<file path="src/rtl/data_bus_io_bridge.sv">
// Data-bus bridge: splits the CPU data port between the synchronous RAM and
// a 16-word memory-mapped I/O window (TX FIFO, status, timer, scratch).
module data_bus_io_bridge #(
    parameter int                    ADDR_SIZE       = 18,
    parameter int                    WORD_SIZE       = 18,
    parameter logic [ADDR_SIZE-1:0]  IO_BASE         = 18'h3FFF0,
    parameter int                    FIFO_DEPTH_LOG2 = 3
) (
    input  logic                 clock,
    input  logic                 reset,
    input  logic                 cpu_write_enable,
    input  logic [ADDR_SIZE-1:0] cpu_addr,
    input  logic [WORD_SIZE-1:0] cpu_in,
    output logic [WORD_SIZE-1:0] cpu_out,
    output logic                 ram_write_enable,
    output logic [ADDR_SIZE-1:0] ram_addr,
    output logic [WORD_SIZE-1:0] ram_in,
    input  logic [WORD_SIZE-1:0] ram_out,
    output logic                 tx_valid,
    output logic [7:0]           tx_data,
    input  logic                 tx_ready
);
    localparam int DEPTH = 1 << FIFO_DEPTH_LOG2;
    localparam int CW    = FIFO_DEPTH_LOG2 + 1;

    logic                       io_hit;
    logic [3:0]                 offset;
    logic                       io_wr;
    logic                       push;
    logic                       pop;
    logic                       accept;
    logic                       full;
    logic                       empty;
    logic [7:0]                 mem [DEPTH];
    logic [FIFO_DEPTH_LOG2-1:0] rd_ptr;
    logic [FIFO_DEPTH_LOG2-1:0] wr_ptr;
    logic [CW-1:0]              count;
    logic                       overflow;
    logic [WORD_SIZE-1:0]       timer;
    logic [WORD_SIZE-1:0]       scratch;
    logic [WORD_SIZE-1:0]       status;
    logic [WORD_SIZE-1:0]       rd_val;
    logic [WORD_SIZE-1:0]       io_rdata;
    logic                       sel_io;

    assign io_hit = cpu_addr[ADDR_SIZE-1:4] == IO_BASE[ADDR_SIZE-1:4];
    assign offset = cpu_addr[3:0];
    assign io_wr  = cpu_write_enable & io_hit;

    assign ram_addr         = cpu_addr;
    assign ram_in           = cpu_in;
    assign ram_write_enable = cpu_write_enable & ~io_hit;

    assign empty    = count == '0;
    assign full     = count == CW'(DEPTH);
    assign tx_valid = ~empty;
    assign tx_data  = mem[rd_ptr];
    assign pop      = tx_valid & tx_ready;
    assign push     = io_wr & (offset == 4'd0);
    // A pop in the same cycle frees the slot, so a push into a full FIFO lands.
    assign accept   = push & (~full | pop);

    always_comb begin
        status                       = '0;
        status[0]                    = empty;
        status[1]                    = full;
        status[2]                    = overflow;
        status[3+FIFO_DEPTH_LOG2:3]  = count;
    end

    always_comb begin
        rd_val = '0;
        case (offset)
            4'd1:    rd_val = status;
            4'd2:    rd_val = timer;
            4'd3:    rd_val = scratch;
            default: rd_val = '0;
        endcase
    end

    assign cpu_out = sel_io ? io_rdata : ram_out;

    always_ff @(posedge clock) begin
        if (accept) mem[wr_ptr] <= cpu_in[7:0];
    end

    always_ff @(posedge clock) begin
        if (reset) begin
            rd_ptr   <= '0;
            wr_ptr   <= '0;
            count    <= '0;
            overflow <= 1'b0;
            timer    <= '0;
            scratch  <= '0;
            sel_io   <= 1'b0;
            io_rdata <= '0;
        end else begin
            sel_io   <= io_hit;
            io_rdata <= rd_val;
            if (pop)    rd_ptr <= rd_ptr + FIFO_DEPTH_LOG2'(1);
            if (accept) wr_ptr <= wr_ptr + FIFO_DEPTH_LOG2'(1);
            count <= count + CW'(accept) - CW'(pop);
            if (push & full & ~pop)
                overflow <= 1'b1;
            else if (io_wr & (offset == 4'd1) & cpu_in[2])
                overflow <= 1'b0;
            if (io_wr & (offset == 4'd2))
                timer <= cpu_in;
            else
                timer <= timer + WORD_SIZE'(1);
            if (io_wr & (offset == 4'd3))
                scratch <= cpu_in;
        end
    end
endmodule

</file>
<file path="config.mk">
export PLATFORM = sky130hd
export DESIGN_NAME = data_bus_io_bridge
export DESIGN_NICKNAME = d
export VERILOG_FILES = /design/src/rtl/data_bus_io_bridge.sv
export SDC_FILE = /design/constraint.sdc
export NUM_CORES = 1
export LEC_CHECK = 0
export ABC_AREA = 1
export CORE_AREA = 2 2 99 101
export DETAILED_ROUTE_END_ITERATION = 12
export DIE_AREA = 0 0 101 103
export DONT_BUFFER_PORTS = 1
export PLACE_DENSITY_LB_ADDON = 0.12
export RECOVER_POWER = 50
export SKIP_CTS_REPAIR_TIMING = 1
export SLEW_MARGIN = 10
export SYNTH_ARGS = -nofsm -noshare
export SYNTH_HDL_FRONTEND = slang
export SYNTH_SLANG_ARGS = --single-unit
export TNS_END_PERCENT = 1
</file>
<file path="constraint.sdc">
create_clock -name clock -period 4.14 [get_ports clock]
set_clock_uncertainty 0.1 [all_clocks]
set_input_delay 0.414 -clock clock [delete_from_list [all_inputs] [get_ports clock]]
set_output_delay 0.414 -clock clock [all_outputs]
set_load 0.01 [all_outputs]
</file>
Yosys cells after proc, flatten, opt, wreduce, memory -nomap -nowiden:

Memory sizes are Yosys's and may differ from the RTL's. A register that Yosys moved wholly into a read port is not among the register bits.
Index checks and enable logic that the tools add are counted.

* bits in registers: 66
* bits in latches: 0
* bits in writable memories: 64
* memory bits (read-only): 0
* input bits: 58
* word-level logic and storage cells: 47
* memories: 1

Memory list
* mem: words 8, bits a word 8, rd ports 1, clocked after memory_dff 1, write ports 1, line 34 `logic [7:0] mem [DEPTH];`

* add/sub/neg operators: 5
* multipliers: 0
* div/mod/pow operators: 0
* magnitude comparators: 0
* eq/ne operators: 5
* shift operators: 0
* mux-type cells: 9
* bitwise logic cells: 16
* reduce and logical (&&, ||, !) cells: 3

Operator list (number)
* $pmux W18 S3: 1
* $mux W18: 2
* $add A18 B1 Y18 const B: 1
* $eq A14 B14 Y1 const B: 1
* $and A1 B1 Y1: 11
* $eq A4 B2 Y1 const B: 2
* $logic_not A4 Y1: 2
* $add A3 B1 Y3 const B: 2
* $mux W3: 2
* $add A4 B1 Y4: 1
* $eq A4 B1 Y1 const B: 1
* $eq A4 B4 Y1 const B: 1
* $mux W1: 4
* $not A1 Y1: 4
* $sub A4 B1 Y4: 1
* $reduce_bool A2 Y1: 1
* $or A1 B1 Y1: 1

Longest topological paths before layout:

* depth after elaboration: 7
* gate-level depth with buffers: 13
* depth with buffers taken out: 12

Worst setup path before layout:

Ideal clock, no wire load.

* kind: reg2reg
* from: reg count[2]
* to: mem mem[0][0], enable pin
* setup time: 0.383 ns
* arrival time: 1.837 ns
* path slack: 1.820 ns
* stages on the path, launching flop included: 9
* path through: dfxtp_1 > inv_1 > ha_1 > nand2_1 > nand2_1 > nand2_1 > nand4_1 > buf_2 > nor3_1

* cells in the longest elaborated chain, start to end: 7

Ends and longest elaborated chain
* start: declaration: line 37 `logic [CW-1:0] count;`
* start signal: assignment: line 102 `count <= count + CW'(accept) - CW'(pop);`
* $logic_not A4 Y1: line 54 `assign empty = count == '0;`
* $not A1 Y1: line 56 `assign tx_valid = ~empty;`
* named net tx_valid: line 19 `output logic tx_valid,`
* $and A1 B1 Y1: line 58 `assign pop = tx_valid & tx_ready;`
* $or A1 B1 Y1: line 61 `assign accept = push & (~full | pop);`
* $and A1 B1 Y1: line 61
* $mux W1: line 84 `if (accept) mem[wr_ptr] <= cpu_in[7:0];`
* $mux W1 (implied by the code): line 84
* end: declaration: line 34

The timed path passes the listed nets, and every way through them passes these cells.

Final worst setup path:

* from: in cpu_addr[3]
* to: reg scratch[2]

* cells in the longest elaborated chain, start to end: 2

Ends and longest elaborated chain
* start: declaration: line 12 `input logic [ADDR_SIZE-1:0] cpu_addr,`
* $eq A4 B2 Y1: line 111 `if (io_wr & (offset == 4'd3))`
* $and A1 B1 Y1: line 111
* end signal: assignment: line 112 `scratch <= cpu_in;`
* end: declaration: line 40 `logic [WORD_SIZE-1:0] scratch;`

No other way between the ends.
A chain may end at the register's enable or synchronous reset.

==> key figures <==
Floorplan
  • Placement Rows: 36
  • Die Wd: between 100 and 150 um
  • Initial core utilization: between 60% and 70%
  • Top Ports: 122
  • DIE AREA: approximately 0.010 sq mm
  • Core area: about 0.0095 sq mm
  • DIE HEIGHT: about 100 um

Synthesis
  • Synth Area in XOR/XNOR: around 1.6%
  • Synth Area in Adders: ~2.1%
  • Synthesized instance count: 694
  • Number of synthesized flops with an enable pin: 64
  • Combinational family with the most area after synthesis: simple AND/OR/NAND/NOR gates
  • Register area share after synthesis: between 50% and 60%
  • Synth Area in Simple Gates: 20.7%
  • Synth top area cells: edfxtp_1 31%, dfxtp_1 22%, nand2_1 8.6%, nor2_1 7.2%, buf_4 4.4%
  • Avg Synthesized Cell Area: ~8.9 sq um
  • FF+latch count, synth: 133
  • Synth Cell Area: 0.00618 sq mm
  • Synth top area share: between 30% and 40%
  • Ys Warns: 0
  • Mux cell area share after synthesis: around 3.3%
  • Unique masters post-synth: 35
  • Count leader, synth: nand2_1
  • Most frequent cells after synthesis: 141 x nand2_1, 118 x nor2_1, 69 x dfxtp_1
  • Synth Flop Type: dfxtp_1
  • Synth Area in Compound Gates: about 9.3%
  • Post-synth top area cell: edfxtp_1
  • Mapped Nets: between 700 and 800
  • Fraction of registers with async set/reset: 0%

Routing
  • Drt total wl: about 14 mm
  • DRT Pass-1 Iters: 5
  • DR DRC count: 0
  • Wire length per cell: approximately 17 um
  • Antenna Violating Nets Remaining: 0
  • DR iter-0 viols: 233
  • Routed vias/inst: 5.70
  • Total number of vias: around 4,600

STA
  • TNS Setup: 0 ps
  • Final hold slack: -8.45 ps
  • Fin crit period: between 3000 and 4000 ps
  • Slew @ Worst Pin: roughly 2400 ps
  • Max-slew violation count: 20
  • Final hold violation count: 4
  • Final Cycle Share: 75.4%
  • Slew HR: -57.9%
  • Final setup fails: 0
  • RSZ-0062 raised after global routing: false
  • Fmax: approximately 320 MHz

Worst hold path
  • Hold Path Class: in2reg
  • Min-Delay Endpoint: timer[10]
  • HP Start: cpu_in[10]
  • Hold depth: 2

Setup path
  • Worst r2r dst: mem[0][3]
  • Setup crit start: cpu_addr[3]
  • Crit Path Class: in2reg
  • Maximum fanout along the worst path: 19
  • Worst r2r src: count[2]
  • Endpoint class of the critical path: register
  • CP Launch Type: input pin
  • Worst r2r path cells: 7
  • Worst Path Required: around 4400 ps
  • R2R Setup Slk: approximately 1100 ps
  • Crit path arrival time: about 3400 ps

Status
  • Failing checks: negative hold slack, max-capacitance violations, max-slew violations
  • Outcome: finished, violations left

Pwr
  • Cell Pwr Density: 511 mW/mm^2
  • Leak: 2.62 nW
  • Max IR drop VDD: ~0.3 mV

GRT
  • Largest net degree at the start of global routing: between 40 and 50
  • Number of antenna violations at the first check in global routing: 2
  • Global route overflow: 0
  • Number of global-route vias before repair: 4,245
  • First-pass GRT wire length: 20.5 mm
  • GRT Util Overall: about a quarter

Placed design
  • Placed insts: between 700 and 800
  • Area of placed instances: between 0.005 and 0.006 sq mm
  • Hpwl dp: a little under 9 mm
  • PortBufs: 0
  • Final GP Congestion: between 0.8 and 0.9

Clock tree
  • CTS buffer count: 17
  • CTS clk-pin slew, worst paths: approximately 60 ps
  • Sink Count: ~130
  • Clock root buffer: clkbuf_8
  • CTS max path bufs: 2
  • H-tree lvl count: 4
  • Skew-Pair Late Insertion Delay: roughly 500 ps
  • TritonCTS clock tree: done

Finish
  • Final Cell Area: between 0.006 and 0.007 sq mm
  • Share of cells above drive strength 1: 9.64%
  • Fin cells: ~800
  • Layout area overhead: 8.63%
  • Nets: 740

Flow run
  • Max-cap violation count: 1
[layer usage]
metal / track usage, % / wire [um] / up-vias
li1: - / - / 2223
met1: 29.5 / 5400 / 2154
met2: 48.5 / 7140 / 179
met3: 6.17 / 902 / 20
met4: 11.7 / 244 / 0
met5: 0 / 0 / -
[how the worst max path moves through the flow]
stage                       endpoint  slack (ps)
after floorplan            mem[0][0]        1820
after global placement     mem[0][0]        1220
after detailed placement   mem[0][3]        1100
after CTS                  mem[0][3]        1110
after global routing      scratch[6]         820
final                     scratch[2]        1020
[worst max-delay path, cell delays in order]
cell	delay [ps]
nor2_1	170
clkinv_1	120
nor3_1	1760
inv_2	190
nor2_8	380
inv_4	180
nor2_1	120
nor2_1	50
[where the power goes]
group	leakage [nW]	total, mW	internal (mW)	switching, mW
sequential	1.13	1.47	1.41	0.0536
combinational	1.22	0.523	0.181	0.342
clock	0.268	1.44	0.909	0.529
total	2.62	3.43	2.51	0.925
[logic make-up (layout without fill, tap and decap cells)]
logic type / Yosys count / in the layout
xor gates and xnor gates: 11 / 11
AOI/OAI and AO/OA: 99 / 99
other: 0 / 4
and+or+nand+nor: 307 / 307
buffers and inverters: 116 / 107
muxes: 18 / 18
DFF: 133 / 133
adders and majority gates: 10 / 10
[layout make-up]
class / instances / area [sq um]
inverter: 54 / 205
antenna: 4 / 10.0
timing repair buffer: 21 / 205
multi-input combinational: 445 / 2270
clock inverter: 14 / 159
clock buffer: 18 / 418
fill: 721 / 2750
tap: 114 / 143
sequential: 133 / 3300
[sequential cells by signal (all words and copies together) (netlist names), named ones only]
signal	count
wr_ptr	3
overflow	1
mem	64
scratch	18
count	4
timer	18
rd_ptr	3
sel_io	1
io_rdata	18
[cell usage in the layout, fill, tap and decap left out, types with 2 or more instances in the layout]
| master | netlist | layout |
|---|---|---|
| dfxtp_1 | 69 | 69 |
| o32ai_1 | 16 | 16 |
| xor2_1 | 9 | 9 |
| clkinvlp_4 | 0 | 5 |
| dlygate4sd3_1 | 0 | 19 |
| inv_1 | 48 | 49 |
| clkbuf_16 | 0 | 16 |
| nor2_2 | 11 | 10 |
| diode_2 | 0 | 4 |
| clkinv_2 | 0 | 3 |
| edfxtp_1 | 64 | 64 |
| nand3_1 | 14 | 14 |
| nand4_1 | 4 | 4 |
| xnor2_1 | 2 | 2 |
| a31oi_1 | 2 | 2 |
| o21ai_0 | 38 | 38 |
| nand3b_1 | 2 | 2 |
| inv_2 | 5 | 3 |
| a21oi_1 | 28 | 28 |
| o21ai_1 | 10 | 10 |
| ha_1 | 9 | 9 |
| bufinv_16 | 0 | 3 |
| clkinv_1 | 0 | 3 |
| o211ai_1 | 3 | 3 |
| nor3_1 | 12 | 13 |
| mux2_2 | 18 | 18 |
| buf_4 | 36 | 2 |
| nor2_1 | 118 | 119 |
| nand2_1 | 141 | 141 |
[per-stage QoR]
| step | worst slack [ps] | total power [mW] | utilization (%) |
|---|---|---|---|
| after detailed placement | 1100 | 1.98 | 62.9 |
| final | 1020 | 3.43 | 70.9 |
| after global placement | 1220 | 1.97 | 62.9 |
| after CTS | 1110 | 3.41 | 69.0 |
| after floorplan | 1820 | 1.91 | - |
| after global routing | 822 | 3.57 | 70.9 |
Note: power is estimated with default switching activity, not from simulation.
